<file path="src/rtl/pe_pkg.sv">
// Shared types for the PE control sequencer: FSM state encoding and datapath pipeline depth.
package pe_pkg;
    localparam int PIPE_DEPTH = 3;

    typedef enum logic [2:0] {
        IDLE,
        LOAD_W,
        LOAD_I,
        CLEAR,
        MAC,
        ACC,
        DRAIN,
        DONE
    } state_t;
endpackage

</file>
<file path="src/rtl/pe_ctrl_if.sv">
// Control/handshake bundle between the network side (master) and the PE sequencer (slave).
interface pe_ctrl_if #(
    parameter int IFMAP_SPAD_AWIDTH = 4,
    parameter int WGHT_SPAD_AWIDTH  = 7,
    parameter int PSUM_SPAD_AWIDTH  = 3
);
    logic                          i_start;
    logic                          i_load_wght;
    logic [IFMAP_SPAD_AWIDTH:0]    i_cfg_s;
    logic [PSUM_SPAD_AWIDTH:0]     i_cfg_p;
    logic                          i_wght_valid;
    logic                          o_wght_ready;
    logic                          i_ifmap_valid;
    logic                          o_ifmap_ready;
    logic                          i_psum_in_valid;
    logic                          o_psum_in_ready;
    logic [IFMAP_SPAD_AWIDTH-1:0]  o_ifmap_spad_addr;
    logic [WGHT_SPAD_AWIDTH-1:0]   o_wght_spad_addr;
    logic [PSUM_SPAD_AWIDTH-1:0]   o_psum_spad_addr;
    logic                          o_ifmap_spad_we;
    logic                          o_wght_spad_we;
    logic                          o_psum_spad_we;
    logic                          o_acc_sel;
    logic                          o_rst_psum;
    logic                          o_busy;
    logic                          o_done;

    modport master (
        output i_start, i_load_wght, i_cfg_s, i_cfg_p,
        output i_wght_valid, i_ifmap_valid, i_psum_in_valid,
        input  o_wght_ready, o_ifmap_ready, o_psum_in_ready,
        input  o_ifmap_spad_addr, o_wght_spad_addr, o_psum_spad_addr,
        input  o_ifmap_spad_we, o_wght_spad_we, o_psum_spad_we,
        input  o_acc_sel, o_rst_psum, o_busy, o_done
    );

    modport slave (
        input  i_start, i_load_wght, i_cfg_s, i_cfg_p,
        input  i_wght_valid, i_ifmap_valid, i_psum_in_valid,
        output o_wght_ready, o_ifmap_ready, o_psum_in_ready,
        output o_ifmap_spad_addr, o_wght_spad_addr, o_psum_spad_addr,
        output o_ifmap_spad_we, o_wght_spad_we, o_psum_spad_we,
        output o_acc_sel, o_rst_psum, o_busy, o_done
    );
endinterface

</file>
<file path="src/rtl/pe_loop_cnt.sv">
// Nested filter (f, outer) / tap (k, inner) counter with registered linear index f*S+k.
// last_k flags the final tap of a row, last flags the final filter row; the loop wraps to 0 on both.
module pe_loop_cnt #(
    parameter int KW = 4,
    parameter int FW = 3,
    parameter int IW = 8
) (
    input  logic          clk,
    input  logic          rst,
    input  logic          clr,
    input  logic          en,
    input  logic [KW:0]   bound_k,
    input  logic [FW:0]   bound_f,
    output logic [KW-1:0] k,
    output logic [FW-1:0] f,
    output logic [IW-1:0] idx,
    output logic          last_k,
    output logic          last
);
    assign last_k = ({1'b0, k} == (bound_k - (KW+1)'(1)));
    assign last   = ({1'b0, f} == (bound_f - (FW+1)'(1)));

    always_ff @(posedge clk) begin
        if (rst || clr) begin
            k   <= '0;
            f   <= '0;
            idx <= '0;
        end else if (en) begin
            if (last_k && last) begin
                k   <= '0;
                f   <= '0;
                idx <= '0;
            end else if (last_k) begin
                k   <= '0;
                f   <= f + FW'(1);
                idx <= idx + IW'(1);
            end else begin
                k   <= k + KW'(1);
                idx <= idx + IW'(1);
            end
        end
    end
endmodule

</file>
<file path="src/rtl/pe_ctrl.sv">
// PE control sequencer: load weights/ifmap, clear psums, MAC, accumulate upstream psums, drain.
// Ready/we are combinational from state and valid; addresses come straight from registered counters.
module pe_ctrl #(
    parameter int IFMAP_SPAD_AWIDTH = 4,
    parameter int WGHT_SPAD_AWIDTH  = 7,
    parameter int PSUM_SPAD_AWIDTH  = 3,
    parameter int PIPE_DEPTH        = pe_pkg::PIPE_DEPTH
) (
    input logic      i_clk,
    input logic      i_rst,
    pe_ctrl_if.slave bus
);
    import pe_pkg::*;

    localparam int WI = WGHT_SPAD_AWIDTH + 1;
    localparam int DW = (PIPE_DEPTH > 1) ? $clog2(PIPE_DEPTH) : 1;

    state_t state, state_nxt;

    logic [IFMAP_SPAD_AWIDTH:0]   s_q;
    logic [PSUM_SPAD_AWIDTH:0]    p_q;
    logic [WI-1:0]                ps_q;
    logic [IFMAP_SPAD_AWIDTH-1:0] icnt, lk;
    logic [PSUM_SPAD_AWIDTH-1:0]  pcnt, lf;
    logic [WI-1:0]                lidx;
    logic [DW-1:0]                dcnt;
    logic                         lp_last_k, lp_last, loop_end;
    logic                         start_ok, wght_hs, ifmap_hs, acc_hs;
    logic                         last_w, last_i, last_p, last_d;

    assign start_ok = bus.i_start && (bus.i_cfg_s != '0) && (bus.i_cfg_p != '0);
    assign wght_hs  = (state == LOAD_W) && bus.i_wght_valid;
    assign ifmap_hs = (state == LOAD_I) && bus.i_ifmap_valid;
    assign acc_hs   = (state == ACC) && bus.i_psum_in_valid;

    assign loop_end = lp_last_k && lp_last;
    // Full-width compare so P*S = 2^WGHT_SPAD_AWIDTH terminates cleanly.
    assign last_w   = (lidx == (ps_q - WI'(1)));
    assign last_i   = ({1'b0, icnt} == (s_q - (IFMAP_SPAD_AWIDTH+1)'(1)));
    assign last_p   = ({1'b0, pcnt} == (p_q - (PSUM_SPAD_AWIDTH+1)'(1)));
    assign last_d   = (dcnt == DW'(PIPE_DEPTH - 1));

    pe_loop_cnt #(
        .KW (IFMAP_SPAD_AWIDTH),
        .FW (PSUM_SPAD_AWIDTH),
        .IW (WI)
    ) u_loop (
        .clk     (i_clk),
        .rst     (i_rst),
        .clr     (state == IDLE),
        .en      ((state == MAC) || wght_hs),
        .bound_k (s_q),
        .bound_f (p_q),
        .k       (lk),
        .f       (lf),
        .idx     (lidx),
        .last_k  (lp_last_k),
        .last    (lp_last)
    );

    always_ff @(posedge i_clk) begin
        if (i_rst) state <= IDLE;
        else       state <= state_nxt;
    end

    always_ff @(posedge i_clk) begin
        if (i_rst) begin
            s_q  <= '0;
            p_q  <= '0;
            ps_q <= '0;
            icnt <= '0;
            pcnt <= '0;
            dcnt <= '0;
        end else begin
            if ((state == IDLE) && start_ok) begin
                s_q  <= bus.i_cfg_s;
                p_q  <= bus.i_cfg_p;
                ps_q <= WI'(bus.i_cfg_s) * WI'(bus.i_cfg_p);
            end
            if (ifmap_hs) icnt <= last_i ? '0 : icnt + IFMAP_SPAD_AWIDTH'(1);
            if ((state == CLEAR) || acc_hs)
                pcnt <= last_p ? '0 : pcnt + PSUM_SPAD_AWIDTH'(1);
            if (state == DRAIN) dcnt <= last_d ? '0 : dcnt + DW'(1);
        end
    end

    always_comb begin
        state_nxt           = state;
        bus.o_wght_ready    = 1'b0;
        bus.o_ifmap_ready   = 1'b0;
        bus.o_psum_in_ready = 1'b0;
        bus.o_wght_spad_we  = 1'b0;
        bus.o_ifmap_spad_we = 1'b0;
        bus.o_psum_spad_we  = 1'b0;
        bus.o_acc_sel       = 1'b0;
        bus.o_rst_psum      = 1'b0;
        bus.o_done          = 1'b0;
        case (state)
            IDLE: if (start_ok) state_nxt = bus.i_load_wght ? LOAD_W : LOAD_I;
            LOAD_W: begin
                bus.o_wght_ready   = 1'b1;
                bus.o_wght_spad_we = bus.i_wght_valid;
                if (wght_hs && last_w) state_nxt = LOAD_I;
            end
            LOAD_I: begin
                bus.o_ifmap_ready   = 1'b1;
                bus.o_ifmap_spad_we = bus.i_ifmap_valid;
                if (ifmap_hs && last_i) state_nxt = CLEAR;
            end
            CLEAR: begin
                bus.o_rst_psum     = 1'b1;
                bus.o_psum_spad_we = 1'b1;
                if (last_p) state_nxt = MAC;
            end
            MAC: begin
                bus.o_psum_spad_we = 1'b1;
                if (loop_end) state_nxt = ACC;
            end
            ACC: begin
                bus.o_psum_in_ready = 1'b1;
                bus.o_acc_sel       = bus.i_psum_in_valid;
                bus.o_psum_spad_we  = bus.i_psum_in_valid;
                if (acc_hs && last_p) state_nxt = DRAIN;
            end
            DRAIN: if (last_d) state_nxt = DONE;
            DONE: begin
                bus.o_done = 1'b1;
                state_nxt  = IDLE;
            end
            default: state_nxt = IDLE;
        endcase
    end

    assign bus.o_busy            = (state != IDLE);
    assign bus.o_ifmap_spad_addr = (state == MAC) ? lk : icnt;
    assign bus.o_psum_spad_addr  = (state == MAC) ? lf : pcnt;
    assign bus.o_wght_spad_addr  = lidx[WGHT_SPAD_AWIDTH-1:0];
endmodule

</file>
<file path="src/flat_wrapper.sv">
// flat-port wrapper written by rule: the top's interface ports become plain ports
module pe_ctrl_flat import pe_pkg::*;
#(
    parameter int IFMAP_SPAD_AWIDTH = 4,
    parameter int WGHT_SPAD_AWIDTH  = 7,
    parameter int PSUM_SPAD_AWIDTH  = 3,
    parameter int PIPE_DEPTH        = pe_pkg::PIPE_DEPTH
)
  (i_clk, i_rst, bus_i_start, bus_i_load_wght, bus_i_cfg_s, bus_i_cfg_p, bus_i_wght_valid, bus_i_ifmap_valid, bus_i_psum_in_valid, bus_o_wght_ready, bus_o_ifmap_ready, bus_o_psum_in_ready, bus_o_ifmap_spad_addr, bus_o_wght_spad_addr, bus_o_psum_spad_addr, bus_o_ifmap_spad_we, bus_o_wght_spad_we, bus_o_psum_spad_we, bus_o_acc_sel, bus_o_rst_psum, bus_o_busy, bus_o_done);
  pe_ctrl_if #(.IFMAP_SPAD_AWIDTH(IFMAP_SPAD_AWIDTH), .WGHT_SPAD_AWIDTH(WGHT_SPAD_AWIDTH), .PSUM_SPAD_AWIDTH(PSUM_SPAD_AWIDTH)) bus_i ();
  input logic i_clk;
  input logic i_rst;
  input wire logic [$bits(bus_i.i_start)-1:0] bus_i_start;
  input wire logic [$bits(bus_i.i_load_wght)-1:0] bus_i_load_wght;
  input wire logic [$bits(bus_i.i_cfg_s)-1:0] bus_i_cfg_s;
  input wire logic [$bits(bus_i.i_cfg_p)-1:0] bus_i_cfg_p;
  input wire logic [$bits(bus_i.i_wght_valid)-1:0] bus_i_wght_valid;
  input wire logic [$bits(bus_i.i_ifmap_valid)-1:0] bus_i_ifmap_valid;
  input wire logic [$bits(bus_i.i_psum_in_valid)-1:0] bus_i_psum_in_valid;
  output wire logic [$bits(bus_i.o_wght_ready)-1:0] bus_o_wght_ready;
  output wire logic [$bits(bus_i.o_ifmap_ready)-1:0] bus_o_ifmap_ready;
  output wire logic [$bits(bus_i.o_psum_in_ready)-1:0] bus_o_psum_in_ready;
  output wire logic [$bits(bus_i.o_ifmap_spad_addr)-1:0] bus_o_ifmap_spad_addr;
  output wire logic [$bits(bus_i.o_wght_spad_addr)-1:0] bus_o_wght_spad_addr;
  output wire logic [$bits(bus_i.o_psum_spad_addr)-1:0] bus_o_psum_spad_addr;
  output wire logic [$bits(bus_i.o_ifmap_spad_we)-1:0] bus_o_ifmap_spad_we;
  output wire logic [$bits(bus_i.o_wght_spad_we)-1:0] bus_o_wght_spad_we;
  output wire logic [$bits(bus_i.o_psum_spad_we)-1:0] bus_o_psum_spad_we;
  output wire logic [$bits(bus_i.o_acc_sel)-1:0] bus_o_acc_sel;
  output wire logic [$bits(bus_i.o_rst_psum)-1:0] bus_o_rst_psum;
  output wire logic [$bits(bus_i.o_busy)-1:0] bus_o_busy;
  output wire logic [$bits(bus_i.o_done)-1:0] bus_o_done;
  assign bus_i.i_start = bus_i_start;
  assign bus_i.i_load_wght = bus_i_load_wght;
  assign bus_i.i_cfg_s = bus_i_cfg_s;
  assign bus_i.i_cfg_p = bus_i_cfg_p;
  assign bus_i.i_wght_valid = bus_i_wght_valid;
  assign bus_i.i_ifmap_valid = bus_i_ifmap_valid;
  assign bus_i.i_psum_in_valid = bus_i_psum_in_valid;
  assign bus_o_wght_ready = bus_i.o_wght_ready;
  assign bus_o_ifmap_ready = bus_i.o_ifmap_ready;
  assign bus_o_psum_in_ready = bus_i.o_psum_in_ready;
  assign bus_o_ifmap_spad_addr = bus_i.o_ifmap_spad_addr;
  assign bus_o_wght_spad_addr = bus_i.o_wght_spad_addr;
  assign bus_o_psum_spad_addr = bus_i.o_psum_spad_addr;
  assign bus_o_ifmap_spad_we = bus_i.o_ifmap_spad_we;
  assign bus_o_wght_spad_we = bus_i.o_wght_spad_we;
  assign bus_o_psum_spad_we = bus_i.o_psum_spad_we;
  assign bus_o_acc_sel = bus_i.o_acc_sel;
  assign bus_o_rst_psum = bus_i.o_rst_psum;
  assign bus_o_busy = bus_i.o_busy;
  assign bus_o_done = bus_i.o_done;
  pe_ctrl #(.IFMAP_SPAD_AWIDTH(IFMAP_SPAD_AWIDTH), .WGHT_SPAD_AWIDTH(WGHT_SPAD_AWIDTH), .PSUM_SPAD_AWIDTH(PSUM_SPAD_AWIDTH), .PIPE_DEPTH(PIPE_DEPTH)) u_core (.i_clk(i_clk), .i_rst(i_rst), .bus(bus_i));
endmodule
</file>
<file path="config.mk">
export PLATFORM = sky130hd
export DESIGN_NAME = pe_ctrl_flat
export DESIGN_NICKNAME = d
export VERILOG_FILES = /design/src/rtl/pe_pkg.sv /design/src/rtl/pe_ctrl_if.sv /design/src/rtl/pe_loop_cnt.sv /design/src/rtl/pe_ctrl.sv /design/src/flat_wrapper.sv
export SDC_FILE = /design/constraint.sdc
export NUM_CORES = 1
export LEC_CHECK = 0
export CAP_MARGIN = 20
export CORE_MARGIN = 10
export CORE_UTILIZATION = 40
export DETAILED_ROUTE_END_ITERATION = 8
export SLEW_MARGIN = 20
export SYNTH_ARGS = -nofsm -noshare
export SYNTH_HDL_FRONTEND = slang
export SYNTH_SLANG_ARGS = --single-unit
</file>
<file path="constraint.sdc">
create_clock -name i_clk -period 11.38 [get_ports i_clk]
set_clock_uncertainty 0.15 [all_clocks]
set_input_delay 3.414 -clock i_clk [delete_from_list [all_inputs] [get_ports i_clk]]
set_output_delay 3.414 -clock i_clk [all_outputs]
set_load 0.05 [all_outputs]
</file>
==> metrics.cfg, run 1 <==
[clock_tree]
htreeDepth=2
cts_buffers=5
post-cts-setup-buffers=0
cts_root_buf=clkbuf_8
cts_repair_resize_count=0
cts.sinks=44
path_clk_slew_ns=0.09
cts_hold_buf=0
worstSkewPairLatency_ns=0.30
cts_tree=done
cts_max_path_buffers=2

[yosys]
yosysSeqAreaShare=0.284
syn_area_per_cell_sq_um=8.55
synthCells=363
netlist_top_cells_area=dfxtp_1 (28%), ha_1 (7.7%), nor2_1 (6.5%)
syn-num-nets=404
synthDistinctLibCells=53
synth_ff_type=dfxtp_1
synth_top_cell_by_area=dfxtp_1
ys_warn_count=0
ys_ff_latch=44
synth-edff-count=0
synth_area_sq_mm=0.00310
synth_top_area_share=0.284
synthArstFlopShare=0

[power]
p_sw_w=0.000208
cellInternalPower_w=0.000313
p_per_area_mw_per_mm2=144
leakagePower_nw=1.53
vdd_drop_max_v=0.0000758
clkPwrFrac=0.180
pwr-share-comb=0.449
finalPower_w=0.000521
power_frac_seq=0.372
sw_frac_of_total=0.399

[floorplanning]
die_h_microns=108
io-pin-count=40
dieArea_sq_mm=0.0117
core_area_sq_mm=0.00765
rows=32
start_util=0.406
die_w_microns=108

[route]
drtAntennaViolNets=0
wl_per_cell_microns=13.3
drtIter0Drc=58
vias=2425
via_per_inst=4.93
dr.pass1.iters=5
wirelength_microns=6530
remaining_drc_errors=0

[placed_design]
port_buffers=39
place.gp.congestion=0.791
dp_hpwl_microns=5130
dp_slack_ns=2.65

[finish]
syn2layout_area_growth_pct=16.4
nets=431
drive_gt1_frac=0.0795
final_core_util=0.472
diodes=0

[sta]
setup_violations=0
relSlewSlack=0.402
finalSetupTns_ns=0
fin_ws_ns=2.66
slew_viol_final=0
fin_crit_sh=0.766
tightest_slew_ns=0.895
post-route-min-period_ns=8.72
rsz0062_at_grt=no
finalHoldViolCount=0
fmax_mhz=115

[flow_run]
max_cap_violations=0

[worst_setup_path]
crit_chain=clkdlybuf4s50_1 > and3_1 > nor2_1 > o21ai_0 > clkdlybuf4s50_1
path_common_cell=clkdlybuf4s50_1
crit_path_max_fanout=7
crit_slowest_cell=clkdlybuf4s50_1
slowest_delay_ns=0.72
cp.arrival_ns=5.15
cp.required_ns=7.82
start_kind=input port
crit_path_end_kind=primary output
path_class=in2out

[global_routing]
grt.overflow.total=0
grt_first_pass_wirelength_microns=11200
grt_max_degree=31
antenna_found_initial=0
grt_util_all_layers=0.115
grt_pass1_vias=2398

[outcome]
status=finished, final reports clean

[min_path]
hold_path.class=reg2reg

final timing paths:
path                            cells past startpoint                 end  slack [ns]                 from
worst max-delay path                                5  bus_o_psum_spad_we        2.66  bus_i_psum_in_valid
worst min-delay path                                2      u_core.pcnt[2]        0.38       u_core.pcnt[2]
worst max register to register                      4       u_core.p_q[2]        8.82      u_core.state[1]
worst min register to register                      2      u_core.pcnt[2]        0.38       u_core.pcnt[2]
flip-flops by register name, indices dropped and copies added, names as in the netlist:
register           cells
u_core.dcnt            2
u_core.icnt            4
u_core.pcnt            3
u_core.u_loop.idx      8
u_core.u_loop.f        3
u_core.ps_q            8
u_core.p_q             4
u_core.u_loop.k        4
u_core.s_q             5
u_core.state           3
Yosys cell counts (2+ instances only):
master / instances
xor2_1: 22
nand2b_1: 2
mux2i_1: 16
nand3_1: 6
mux2_2: 8
inv_1: 16
nand4_1: 6
nand2_1: 27
or4_4: 2
dfxtp_1: 44
nor2b_1: 6
buf_4: 7
nor2_1: 54
fa_1: 6
nor3_1: 12
xnor3_1: 2
a21o_1: 4
nand3b_1: 2
and2_1: 10
a21oi_1: 17
xnor2_1: 21
ha_1: 19
and3_1: 6
clkbuf_1: 12
and3b_2: 2
a31oi_1: 2
o21ai_0: 5
nor3b_1: 2
logic make-up (layout without fill, tap and decap cells):
kind of cell / Yosys count / in the layout / synth area share
flip-flops: 44 / 44 / 0.284
AO/OA/AOI/OAI: 41 / 41 / 0.0859
adder cells (fa/ha/maj): 25 / 25 / 0.115
multiplexers: 25 / 25 / 0.0855
AND/OR/NAND/NOR: 146 / 146 / 0.236
XOR/XNOR: 46 / 46 / 0.141
buffers and inverters: 36 / 63 / 0.0524
cell usage in the layout, fill, tap and decap left out, drive strengths merged, types with 2 or more instances in the layout:
| cell | instances |
|---|---|
| nand2b | 2 |
| mux2i | 16 |
| or4 | 2 |
| nand3 | 7 |
| o21ai | 6 |
| and2 | 10 |
| xnor2 | 22 |
| nor2b | 7 |
| and3b | 2 |
| a21oi | 17 |
| mux2 | 9 |
| and3 | 6 |
| a31oi | 2 |
| clkdlybuf4s50 | 39 |
| nand4 | 6 |
| inv | 16 |
| o211ai | 2 |
| nor2 | 54 |
| dfxtp | 44 |
| nand3b | 2 |
| ha | 19 |
| xor2 | 22 |
| xnor3 | 2 |
| nor3b | 2 |
| a21o | 4 |
| nand2 | 27 |
| clkbuf | 5 |
| fa | 6 |
| nor3 | 13 |
power groups by stage:
stage	logic, W	clock network (W)	registers (W)
global placement	0.000232	0	0.000197
floorplan	0.000190	0	0.000186
detailed placement	0.000235	0	0.000197
finish	0.000234	0.0000936	0.000193
global route	0.000260	0.000103	0.000197
CTS	0.000236	0.0000978	0.000193
metrics by stage:
stage / std cells / area (sq um) / hold WS (ns)
6_report: 492 / 3610 / 0.376
5_1_grt: 492 / 3610 / 0.404
4_1_cts: 492 / 3610 / 0.379
3_5_place_dp: 485 / 3530 / 0.362
3_3_place_gp: 485 / 3530 / 0.352
2_1_floorplan: 363 / 3100 / 0.331
worst max-delay path: cells and delay by family:
family	cells	cell delay [ns]
buffers and inverters	2	1.13
and+or+nand+nor	2	0.46
AOI/OAI and AO/OA	1	0.14
final cells by class:
| class | count | area [sq um] |
|---|---|---|
| clock buffer | 5 | 68.8 |
| clock inverter | 2 | 12.5 |
| fill | 757 | 4040 |
| inverter | 16 | 60.1 |
| multi-input combinational | 283 | 2060 |
| sequential | 44 | 881 |
| tap | 102 | 128 |
| timing repair buffer | 40 | 398 |
metal layers:
layer / track usage / up-vias / share of wire
met5: 0 / - / 0
met4: 0.0286 / 0 / 0.0061
li1: - / 1276 / -
met1: 0.138 / 1119 / 0.46
met2: 0.198 / 26 / 0.49
met3: 0.0297 / 4 / 0.049
No activity file was read; power rests on OpenSTA's default activity.
==> inputs of run 2 (changes only) <==
==> constraint.sdc (replaced) <==
create_clock -name i_clk -period 9 [get_ports i_clk]
set_clock_uncertainty 0.15 [all_clocks]
set_input_delay 2.7 -clock i_clk [delete_from_list [all_inputs] [get_ports i_clk]]
set_output_delay 2.7 -clock i_clk [all_outputs]
set_load 0.05 [all_outputs]
==> run 2 against run 1 <==
Worst setup slack lost 0.96 ns. Count of clock-buffer cells in the layout grew 1. Routed wire length shrank 0.55%. Register-to-register slack lost 2.4 ns. Total power grew 26%. Worst hold slack gained 0.0013 ns. Critical path depth is the same. Via count grew 1.0%. Combinational power grew 26%. Largest cell class unchanged. First-iteration DRC count grew 34%. Largest power group unchanged. Clock power grew 23%.
==> metrics.cfg, run 2 (same netlist as run 1, synthesis figures left out) <==
[sta]
rsz0062_at_grt=no
setup_violations=0  ; unchanged
slew_viol_final=0  ; unchanged
finalSetupTns_ns=0  ; unchanged
tightest_slew_ns=0.920  ; +0.0248 ns
fin_ws_ns=1.70  ; -0.959 ns
fin_crit_sh=0.811
post-route-min-period_ns=7.30
fmax_mhz=137
relSlewSlack=0.386  ; -0.0166
finalHoldViolCount=0  ; unchanged

[global_routing]
grt_util_all_layers=0.116  ; +0.00130
antenna_found_initial=0  ; unchanged
grt_pass1_vias=2322  ; -3.2%
grt.overflow.total=0  ; unchanged
grt_max_degree=31  ; unchanged
grt_first_pass_wirelength_microns=11300  ; +0.87%

[finish]
drive_gt1_frac=0.0769  ; -0.00256
nets=431  ; unchanged
final_common_cell=nor2_1
mostFrequentLayoutCells=nor2_1 (54), dfxtp_1 (44), clkdlybuf4s50_1 (39)
diodes=0  ; unchanged
syn2layout_area_growth_pct=16.3
largest_registers=u_core.ps_q: 8 flops, u_core.u_loop.idx: 8 flops, u_core.s_q: 5 flops

[min_path]
holdPathStages=2  ; unchanged
hold_path.class=reg2reg

[power]
leakagePower_nw=1.53  ; about the same
vdd_drop_max_v=0.0000899  ; +19%
p_per_area_mw_per_mm2=181  ; +26%

[floorplanning]
rows=32  ; unchanged
core_area_sq_mm=0.00765  ; unchanged
die_h_microns=108  ; unchanged
dieArea_sq_mm=0.0117  ; unchanged
die_w_microns=108  ; unchanged
io-pin-count=40  ; unchanged
start_util=0.406  ; unchanged

[route]
wirelength_microns=6500  ; -0.55%
dr.pass1.iters=4  ; -1
drtIter0Drc=78  ; +34%
wl_per_cell_microns=13.2  ; -0.55%
via_per_inst=4.98  ; +1.0%
drtAntennaViolNets=0  ; unchanged
remaining_drc_errors=0  ; unchanged
vias=2450  ; +1.0%

[worst_setup_path]
start_kind=input port
cp.required_ns=6.15  ; -1.67 ns
crit_chain=clkdlybuf4s50_1 > and3_1 > nor2_1 > o21ai_0 > clkdlybuf4s50_1
worst-path-buf-inv=2  ; unchanged
crit_path_max_fanout=7  ; unchanged
path_common_cell=clkdlybuf4s50_1
crit_path_end_kind=primary output
cp.depth=5  ; unchanged
reg2reg_depth=4  ; unchanged
critPathTopFamily=buffers and inverters
path_class=in2out
crit_slowest_cell=clkdlybuf4s50_1
slowest_delay_ns=0.72  ; about the same
cp.arrival_ns=4.45  ; -0.70 ns

[clock_tree]
cts_repair_resize_count=0  ; unchanged
htreeDepth=2  ; unchanged
cts_max_path_buffers=2  ; unchanged
cts_tree=done
cts_buffers=5  ; unchanged
cts_hold_buf=0  ; unchanged
post-cts-setup-buffers=0  ; unchanged
worstSkewPairLatency_ns=0.29  ; about the same
path_clk_slew_ns=0.07  ; -0.02 ns
cts_root_buf=clkbuf_8
cts.sinks=44  ; unchanged

[placed_design]
dp_hpwl_microns=5150  ; +0.39%
port_buffers=39  ; unchanged
dp_slack_ns=1.69  ; -0.959 ns
place.gp.congestion=0.791  ; about the same

[flow_run]
max_cap_violations=0  ; unchanged

[outcome]
status=finished, final reports clean

## run 2: cell types whose count changed in the layout (fill, tap and decap cells not counted)
cell / change
clkbuf_1: +1
clkinvlp_4: -1
## run 2: layout make-up
class / count / area [sq um]
clock buffers: 6 / 72.6
clock inverters: 1 / 5.00
fillers: 752 / 4040
inverters: 16 / 60.1
multi-input cells: 283 / 2060
flip-flops and latches: 44 / 881
well taps: 102 / 128
repair buffers: 40 / 398
## run 2: metrics by stage
stage | hold WS (ns) | cell area (sq um) | total power [W] | utilization | std cells
global placement | 0.352 | 3530 | 0.000542 | 0.461 | 485
CTS | 0.386 | 3600 | 0.000664 | 0.471 | 492
detailed placement | 0.365 | 3530 | 0.000545 | 0.461 | 485
global route | 0.425 | 3610 | 0.000704 | 0.472 | 492
floorplan | 0.331 | 3100 | 0.000475 | - | 363
finish | 0.378 | 3610 | 0.000654 | 0.472 | 492
## run 2: final timing paths
check	to	slack (ns)	from
min	u_core.ps_q[6]	0.38	u_core.ps_q[6]
max	bus_o_psum_spad_we	1.70	bus_i_psum_in_valid
min reg2reg	u_core.ps_q[6]	0.38	u_core.ps_q[6]
max reg2reg	u_core.s_q[0]	6.41	u_core.state[1]
## run 2: layer usage
metal,wire length [microns],GRT usage,vias to the layer above
li1,-,-,1278
met1,3060,0.141,1140
met2,3060,0.197,28
met3,324,0.0309,4
met4,53,0.0315,0
met5,0,0,-
## run 2: worst min-delay path, cell delays in order, from the launching register on
cell and delay, ns:
dfxtp_1 0.36, a21oi_1 0.07, nor2_1 0.07
## run 2: where the power goes
part	switching (W)	internal (W)	leakage (nW)
Clock	0.0000625	0.0000528	0.0410
Sequential	0.0000308	0.000214	0.357
Combinational	0.000165	0.000129	1.13
